===== config.mk =====
export PLATFORM = sky130hd
export DESIGN_NAME = dut_or_fifo
export DESIGN_NICKNAME = d
export VERILOG_FILES = /design/src/rtl/dut_or_fifo.sv
export SDC_FILE = /design/constraint.sdc
export NUM_CORES = 1
export LEC_CHECK = 0
export CAP_MARGIN = 20
export CORE_UTILIZATION = 55
export DETAILED_ROUTE_END_ITERATION = 10
export HOLD_SLACK_MARGIN = 0.08
export PLACE_DENSITY_LB_ADDON = 0.15
export SETUP_SLACK_MARGIN = 0.05
export SLEW_MARGIN = 20
export SYNTH_ARGS = -nofsm -noshare
export SYNTH_HDL_FRONTEND = slang
export SYNTH_SLANG_ARGS = --single-unit

===== constraint.sdc =====
create_clock -name CLK -period 4 [get_ports CLK]
set_clock_uncertainty 0.15 [all_clocks]
set_input_delay 0.8 -clock CLK [delete_from_list [all_inputs] [get_ports CLK]]
set_output_delay 0.8 -clock CLK [all_outputs]
set_load 0.02 [all_outputs]

===== src/rtl/dut_or_fifo.sv =====
// dut_or_fifo: two 2-entry operand FIFOs (A, B) feed an OR stage that
// pushes results into a 2-entry result FIFO (Y). The block is driven
// through a small address-mapped write/read port.
//
// Status and data reads are combinational from the current state.
// Every occupancy decision is made on the state at the start of the cycle,
// so an entry freed at an edge cannot be reused until the following cycle.
module dut_or_fifo (
  input  logic       CLK,
  input  logic       RST_N,
  input  logic [2:0] write_address,
  input  logic       write_data,
  input  logic       write_en,
  output logic       write_rdy,
  input  logic [2:0] read_address,
  input  logic       read_en,
  output logic       read_data,
  output logic       read_rdy
);

  localparam logic [2:0] ADDR_A_NOT_FULL  = 3'd0;
  localparam logic [2:0] ADDR_B_NOT_FULL  = 3'd1;
  localparam logic [2:0] ADDR_Y_NOT_EMPTY = 3'd2;
  localparam logic [2:0] ADDR_Y_HEAD      = 3'd3;
  localparam logic [2:0] ADDR_WRITE_A     = 3'd4;
  localparam logic [2:0] ADDR_WRITE_B     = 3'd5;

  // Operand FIFO A storage
  logic       a_mem [2];
  logic       a_rd_ptr;
  logic       a_wr_ptr;
  logic [1:0] a_count;

  // Operand FIFO B storage
  logic       b_mem [2];
  logic       b_rd_ptr;
  logic       b_wr_ptr;
  logic [1:0] b_count;

  // Result FIFO Y storage
  logic       y_mem [2];
  logic       y_rd_ptr;
  logic       y_wr_ptr;
  logic [1:0] y_count;

  // Start-of-cycle occupancy flags
  logic a_full, a_empty;
  logic b_full, b_empty;
  logic y_full, y_empty;

  // Per-cycle actions
  logic enq_a;
  logic enq_b;
  logic compute;
  logic deq_y;
  logic or_result;

  assign a_full  = (a_count == 2'd2);
  assign a_empty = (a_count == 2'd0);
  assign b_full  = (b_count == 2'd2);
  assign b_empty = (b_count == 2'd0);
  assign y_full  = (y_count == 2'd2);
  assign y_empty = (y_count == 2'd0);

  // Writes to a full FIFO are dropped silently; other addresses are ignored.
  assign enq_a = write_en && (write_address == ADDR_WRITE_A) && !a_full;
  assign enq_b = write_en && (write_address == ADDR_WRITE_B) && !b_full;

  // The OR stage fires only when both operands exist and Y has room at
  // cycle start; a Y dequeue in the same cycle does not unblock a full Y.
  assign compute   = !a_empty && !b_empty && !y_full;
  assign or_result = a_mem[a_rd_ptr] | b_mem[b_rd_ptr];

  assign deq_y = read_en && (read_address == ADDR_Y_HEAD) && !y_empty;

  assign write_rdy = !RST_N;
  assign read_rdy  = !RST_N;

  // FIFO A: enqueue from the write port, dequeue when the OR stage fires
  always_ff @(posedge CLK) begin
    if (RST_N) begin
      a_rd_ptr <= 1'b0;
      a_wr_ptr <= 1'b0;
      a_count  <= 2'd0;
    end else begin
      if (enq_a) begin
        a_mem[a_wr_ptr] <= write_data;
        a_wr_ptr        <= ~a_wr_ptr;
      end
      if (compute) begin
        a_rd_ptr <= ~a_rd_ptr;
      end
      case ({enq_a, compute})
        2'b10:   a_count <= a_count + 2'd1;
        2'b01:   a_count <= a_count - 2'd1;
        default: a_count <= a_count;
      endcase
    end
  end

  // FIFO B: enqueue from the write port, dequeue when the OR stage fires
  always_ff @(posedge CLK) begin
    if (RST_N) begin
      b_rd_ptr <= 1'b0;
      b_wr_ptr <= 1'b0;
      b_count  <= 2'd0;
    end else begin
      if (enq_b) begin
        b_mem[b_wr_ptr] <= write_data;
        b_wr_ptr        <= ~b_wr_ptr;
      end
      if (compute) begin
        b_rd_ptr <= ~b_rd_ptr;
      end
      case ({enq_b, compute})
        2'b10:   b_count <= b_count + 2'd1;
        2'b01:   b_count <= b_count - 2'd1;
        default: b_count <= b_count;
      endcase
    end
  end

  // FIFO Y: enqueue OR results, dequeue on a read of the head address
  always_ff @(posedge CLK) begin
    if (RST_N) begin
      y_rd_ptr <= 1'b0;
      y_wr_ptr <= 1'b0;
      y_count  <= 2'd0;
    end else begin
      if (compute) begin
        y_mem[y_wr_ptr] <= or_result;
        y_wr_ptr        <= ~y_wr_ptr;
      end
      if (deq_y) begin
        y_rd_ptr <= ~y_rd_ptr;
      end
      case ({compute, deq_y})
        2'b10:   y_count <= y_count + 2'd1;
        2'b01:   y_count <= y_count - 2'd1;
        default: y_count <= y_count;
      endcase
    end
  end

  // Read mux: status flags and Y head, zero for unmapped addresses
  always_comb begin
    read_data = 1'b0;
    case (read_address)
      ADDR_A_NOT_FULL:  read_data = !a_full;
      ADDR_B_NOT_FULL:  read_data = !b_full;
      ADDR_Y_NOT_EMPTY: read_data = !y_empty;
      ADDR_Y_HEAD:      read_data = y_empty ? 1'b0 : y_mem[y_rd_ptr];
      default:          read_data = 1'b0;
    endcase
  end

endmodule


==> results of run 1 <==
==> cells in the mapped netlist <==
library cell and n:
or2_2 1, nand2_1 2, buf_1 1, mux2_4 2
o21ai_0 7, nor3_1 2, inv_1 3, dfxtp_1 15
nor2b_1 6, xnor2_1 3, mux2_2 2, edfxtp_1 6
or4_1 1, nor3b_1 2, a211oi_1 1, clkbuf_1 1
nand3b_4 1, and3_1 1, mux2i_1 4, buf_4 1
nor2_1 8, a21o_1 1, a21oi_1 7, ha_1 3
buf_2 1, or3_1 6, nand3b_1 1, xor2_1 3
o22ai_1 1, or3b_4 1
==> layout make-up <==
type                            instances  area (um^2)
Fill cell                             121          437
Sequential cell                        21          480
Clock inverter                          1         5.00
Timing Repair Buffer                   14          138
Multi-Input combinational cell         66          470
Clock buffer                            3         22.5
Inverter                                3         11.3
Tap cell                               24         30.0
==> cell families after synthesis <==
| kind of cell | after synthesis | share of synthesized area [%] |
|---|---|---|
| xor+xnor | 6 | 5.35 |
| mux | 8 | 9.43 |
| compound gates | 17 | 9.30 |
| flops | 21 | 48.9 |
| fa+ha+maj | 3 | 3.82 |
| simple gates | 32 | 20.0 |
| buf+inv | 7 | 3.18 |
==> tightest hold or removal path, cell delays in order, from the launching register on <==
cell and delay (ns):
dfxtp_1 0.34, nand2_1 0.06, o21ai_0 0.07
==> worst min path at each step <==
stage | start | to | slack, ns | cells past startpoint
floorplan | y_wr_ptr | y_wr_ptr | 0.29 | 2
global placement | y_wr_ptr | y_wr_ptr | 0.30 | 2
detailed placement | y_wr_ptr | y_wr_ptr | 0.33 | 2
CTS | y_wr_ptr | y_wr_ptr | 0.35 | 2
global route | y_wr_ptr | y_wr_ptr | 0.37 | 2
finish | y_wr_ptr | y_wr_ptr | 0.35 | 2
==> stage by stage <==
step,area [um^2],hold WS [ns],cells,utilization (%)
after floorplan,982,0.289,94,-
after detailed placement,1130,0.334,128,70.9
final,1160,0.352,132,72.6
after CTS,1160,0.351,132,72.6
after global routing,1160,0.369,132,72.6
after global placement,1130,0.301,128,70.9
==> power groups by stage <==
| stage | combinational, mW | clock [mW] | sequential (mW) |
|---|---|---|---|
| CTS | 0.0328 | 0.106 | 0.223 |
| finish | 0.0326 | 0.104 | 0.223 |
| detailed placement | 0.0326 | 0 | 0.228 |
| floorplan | 0.0163 | 0 | 0.227 |
| global placement | 0.0317 | 0 | 0.228 |
| global route | 0.0354 | 0.115 | 0.223 |
==> layer usage <==
layer | vias up | track usage [%]
li1 | 362 | -
met1 | 313 | 24.6
met2 | 24 | 34.1
met3 | 5 | 6.12
met4 | 0 | 10.9
met5 | - | 0
==> summary.txt, run 1 <==
area delta synth->final: 17.8%
R2R Path End: b_count[1]
slack of the critical path: 0.747 ns
Post-DRT Antenna Nets: 0
Top delay family on crit path: buffers and inverters
Root Buffer Master: clkbuf_4
worst setup path startpoint: read_address[1]
Clk network pwr share: 28.9%
final worst path period need: 3.25 ns
sequential-to-total area share from yosys stat: 48.9%
number of H-tree levels: 1
Pwr Density: 310 nW/um^2
flop and latch count out of synthesis: 21
failing checks: design-rule violations
Net Sw Power: 82.1 uW
Top Ports: 14
largest net degree at the start of global routing: 23
most common cell after layout, fill and taps aside: dfxtp_1
post-cts sizing count: 0
IO Port Bufs: 13
Metal-1 WL: 738 um
Syn. warnings: 0
RSZ-0062 raised after global routing: false
Leakage: 0.444 nW
antenna violations before repair: 0
Diodes inserted: 0
post-synthesis cell type count: 30
worst r2r src: b_count[0]
Horiz. Die Dim: 44.3 um
vias in the first global route: 686
CP cell instances: clkdlybuf4s50_1 > o21ai_0 > a211oi_1 > a21o_1 > clkdlybuf4s50_1
Initial DRC Count: 18
post-DP HPWL: 1250 um
CP max stage cell: clkdlybuf4s50_1
WL/cell: 12.4 um
cells after synthesis: 94
Pins Over Slew Limit: 0
starting density of the core: 61.6%
Met2 Wirelength: 757 um
gp weighted congestion: 0.723
worst slew pin tran: 0.372 ns
CTS tree: built
Clock transition at path regs: 0.12 ns
global route overflow: 0
fraction of layout cells with a size suffix above 1: 11.1%
HP Class: reg2reg
Net Sw Frac: 22.9%
overall power: 359 uW
Setup WS pre-CTS: 0.747 ns
Post-Syn Area: 982 um^2
via-per-instance ratio: 5.33
Worst setup EP type: output pin
status: finished with violations
MaxCap Viol Count: 0
drt total wl: 1640 um
combinational cell fraction of total power: 9.1%
first-pass GRT wire length: 2830 um
Via Count: 704
Yosys top cell by area: dfxtp_1
setup slack, reg-to-reg: 1.90 ns
Tcrit/Tclk final: 81.3%
Max IR drop VDD: 222 uV
Reg power frac: 62.1%
Final Hold Viols: 0
CP Data Arrival Time: 2.30 ns
ranking of synthesized cells by area: dfxtp_1 (31%), edfxtp_1 (18%), mux2i_1 (4.1%)
Core ar.: 1590 um^2
Worst EP required: 3.05 ns
clk_lat worst skew: 0.31 ns
Nets: 123
syn_nets: 108
All-Layer GR Usage: 20.8%
# clock sinks: 21
# rows: 14
die height: 44.3 um
first-pass detailed-route iteration total: 9
# DRC: 1
end of the critical path: read_data
r2r worst-path depth: 6
internal power: 277 uW
Fmax achieved: 307 MHz
highest metal used: met4
max_slew headroom: 75.2%
crit path launch type: input pin
Die ar.: 1960 um^2
CP max FO: 2
setup tns final: 0 ns
Critical Path Max Stage Delay: 0.59 ns
crit-path most repeated cell: clkdlybuf4s50_1
Max clock buf depth: 2
CTS Buf Count: 3
post-CTS setup buffer count: 0
hold buffer count at CTS: 0
Post-Syn Area per Cell: 10.4 um^2
# setup viols final: 0
Levels on crit path: 5
CP Class: in2out
worst path bufs/invs: 2
top cell type's share of synthesized area: 30.6%
Met3 Routed Length: 100 um
most frequent cells in the layout: dfxtp_1 (15), clkdlybuf4s50_1 (13), nor2_1 (8)
No activity file was read; power rests on OpenSTA's default activity.
==> run 2: changes to the inputs <==
--- a/config.mk
+++ b/config.mk
@@ -6,7 +6,7 @@
 export NUM_CORES = 1
 export LEC_CHECK = 0
 export CAP_MARGIN = 20
-export CORE_UTILIZATION = 55
+export CORE_UTILIZATION = 47
 export DETAILED_ROUTE_END_ITERATION = 10
 export HOLD_SLACK_MARGIN = 0.08
 export PLACE_DENSITY_LB_ADDON = 0.15
==> constraint.sdc (replaced) <==
create_clock -name CLK -period 2.7 [get_ports CLK]
set_clock_uncertainty 0.15 [all_clocks]
set_input_delay 0.54 -clock CLK [delete_from_list [all_inputs] [get_ports CLK]]
set_output_delay 0.54 -clock CLK [all_outputs]
set_load 0.02 [all_outputs]
==> summary.txt, run 2 (synthesized netlist as in run 1, its figures left out) <==
status: finished clean
# rows: 16
antenna violations before repair: 0
starting density of the core: 50.1%
Final Hold Viols: 0
area delta synth->final: 18.9%
worst r2r src: b_count[0]
All-Layer GR Usage: 16.6%
Horiz. Die Dim: 47.7 um
CP max stage cell: clkdlybuf4s50_1
max_slew headroom: 76.4%
die height: 47.7 um
CTS tree: built
clk_lat worst skew: 0.30 ns
largest net degree at the start of global routing: 22
CP Class: in2out
setup tns final: 0 ns
r2r worst-path depth: 6
global route overflow: 0
Die ar.: 2280 um^2
post-DP HPWL: 1240 um
most common cell after layout, fill and taps aside: dfxtp_1
R2R Path End: b_count[1]
hold buffer count at CTS: 0
end of the critical path: read_data
Nets: 124
number of H-tree levels: 1
MaxCap Viol Count: 0
Core ar.: 1960 um^2
Leakage: 0.452 nW
via-per-instance ratio: 5.10
HP Class: reg2reg
Diodes inserted: 0
RSZ-0062 raised after global routing: false
CP cell instances: clkdlybuf4s50_1 > o21ai_0 > a211oi_1 > a21o_1 > dlygate4sd2_1
Via Count: 694
WL/cell: 12.0 um
FF+latch area: 480 um^2
CTS Buf Count: 3
Pins Over Slew Limit: 0
Worst EP required: 2.01 ns
worst setup path startpoint: read_address[1]
Critical Path Max Stage Delay: 0.47 ns
# clock sinks: 21
Max IR drop VDD: 301 uV
final core utilization: 59.5%
crit path launch type: input pin
Post-DRT Antenna Nets: 0
CP Data Arrival Time: 1.81 ns
gp weighted congestion: 0.734
CP max FO: 2
Worst setup EP type: output pin
Initial DRC Count: 12
vias in the first global route: 680
first-pass GRT wire length: 2590 um
Fmax achieved: 401 MHz
setup slack, reg-to-reg: 0.62 ns
worst slew pin tran: 0.354 ns
Multi-input gate area: 470 um^2
# setup viols final: 0
# DRC: 0
drt total wl: 1630 um
Tcrit/Tclk final: 92.4%
Max clock buf depth: 2
Top Ports: 14
# fillers: 193
Root Buffer Master: clkbuf_4
Pwr Density: 456 nW/um^2
final worst path period need: 2.50 ns
fraction of layout cells with a size suffix above 1: 11.9%
first-pass detailed-route iteration total: 4
Clock transition at path regs: 0.12 ns
most frequent cells in the layout: dfxtp_1 (15), clkdlybuf4s50_1 (12), nor2_1 (8)
IO Port Bufs: 13
==> run 2: per-stage QoR <==
stage          setup WS [ns]  instances  power, mW  instance area [um^2]  hold WS [ns]
6_report               0.204        136      0.532                  1170         0.328
5_1_grt               0.0747        136      0.554                  1170         0.382
4_1_cts                0.180        136      0.532                  1170         0.331
3_5_place_dp         -0.0928        132      0.386                  1140         0.314
3_3_place_gp        -0.00824        132      0.385                  1140         0.308
2_1_floorplan          0.540         94      0.361                   982         0.289
==> run 2: worst max-delay path: cells and delay by family <==
family	cells	cell delay (ns)
compound gates	3	0.48
buf+inv	2	0.79
==> run 2: timing repair <==
| item | CTS | global route |
|---|---|---|
| endpoints found under the setup margin | 1 | 0 |
| setup buffers | 0 | 0 |
| resized for setup | 1 | 0 |
==> run 2: final cells by class <==
| type | instances | share of cell area, % |
|---|---|---|
| Clock buffer | 3 | 1.93 |
| Clock inverter | 1 | 0.429 |
| Inverter | 3 | 0.965 |
| Multi-Input combinational cell | 66 | 40.3 |
| Sequential cell | 21 | 41.2 |
| Tap cell | 27 | 2.89 |
| Timing Repair Buffer | 15 | 12.3 |
==> run 2: worst min path at each step <==
stage               cells after the start    endpoint        from  slack, ns
floorplan                               2    y_wr_ptr    y_wr_ptr       0.29
global placement                        2    y_wr_ptr    y_wr_ptr       0.31
detailed placement                      2    y_wr_ptr    y_wr_ptr       0.31
CTS                                     2    y_wr_ptr    y_wr_ptr       0.33
global route                            2  y_count[1]  y_count[1]       0.38
finish                                  2    y_wr_ptr    y_wr_ptr       0.33
==> run 2: power by group <==
part	internal [mW]	total [mW]	switching, mW
combinational	0.0279	0.0484	0.0205
sequential	0.327	0.330	0.00337
clock	0.0552	0.153	0.0980
==> run 2: layer usage <==
| layer | part of all wire [%] | wire length (um) | global-route usage, % |
|---|---|---|---|
| met1 | 47 | 767 | 19.3 |
| met2 | 48 | 787 | 27.0 |
| met3 | 4.0 | 65 | 4.53 |
| met4 | 0.73 | 12 | 10.6 |
| met5 | 0 | 0 | 0 |
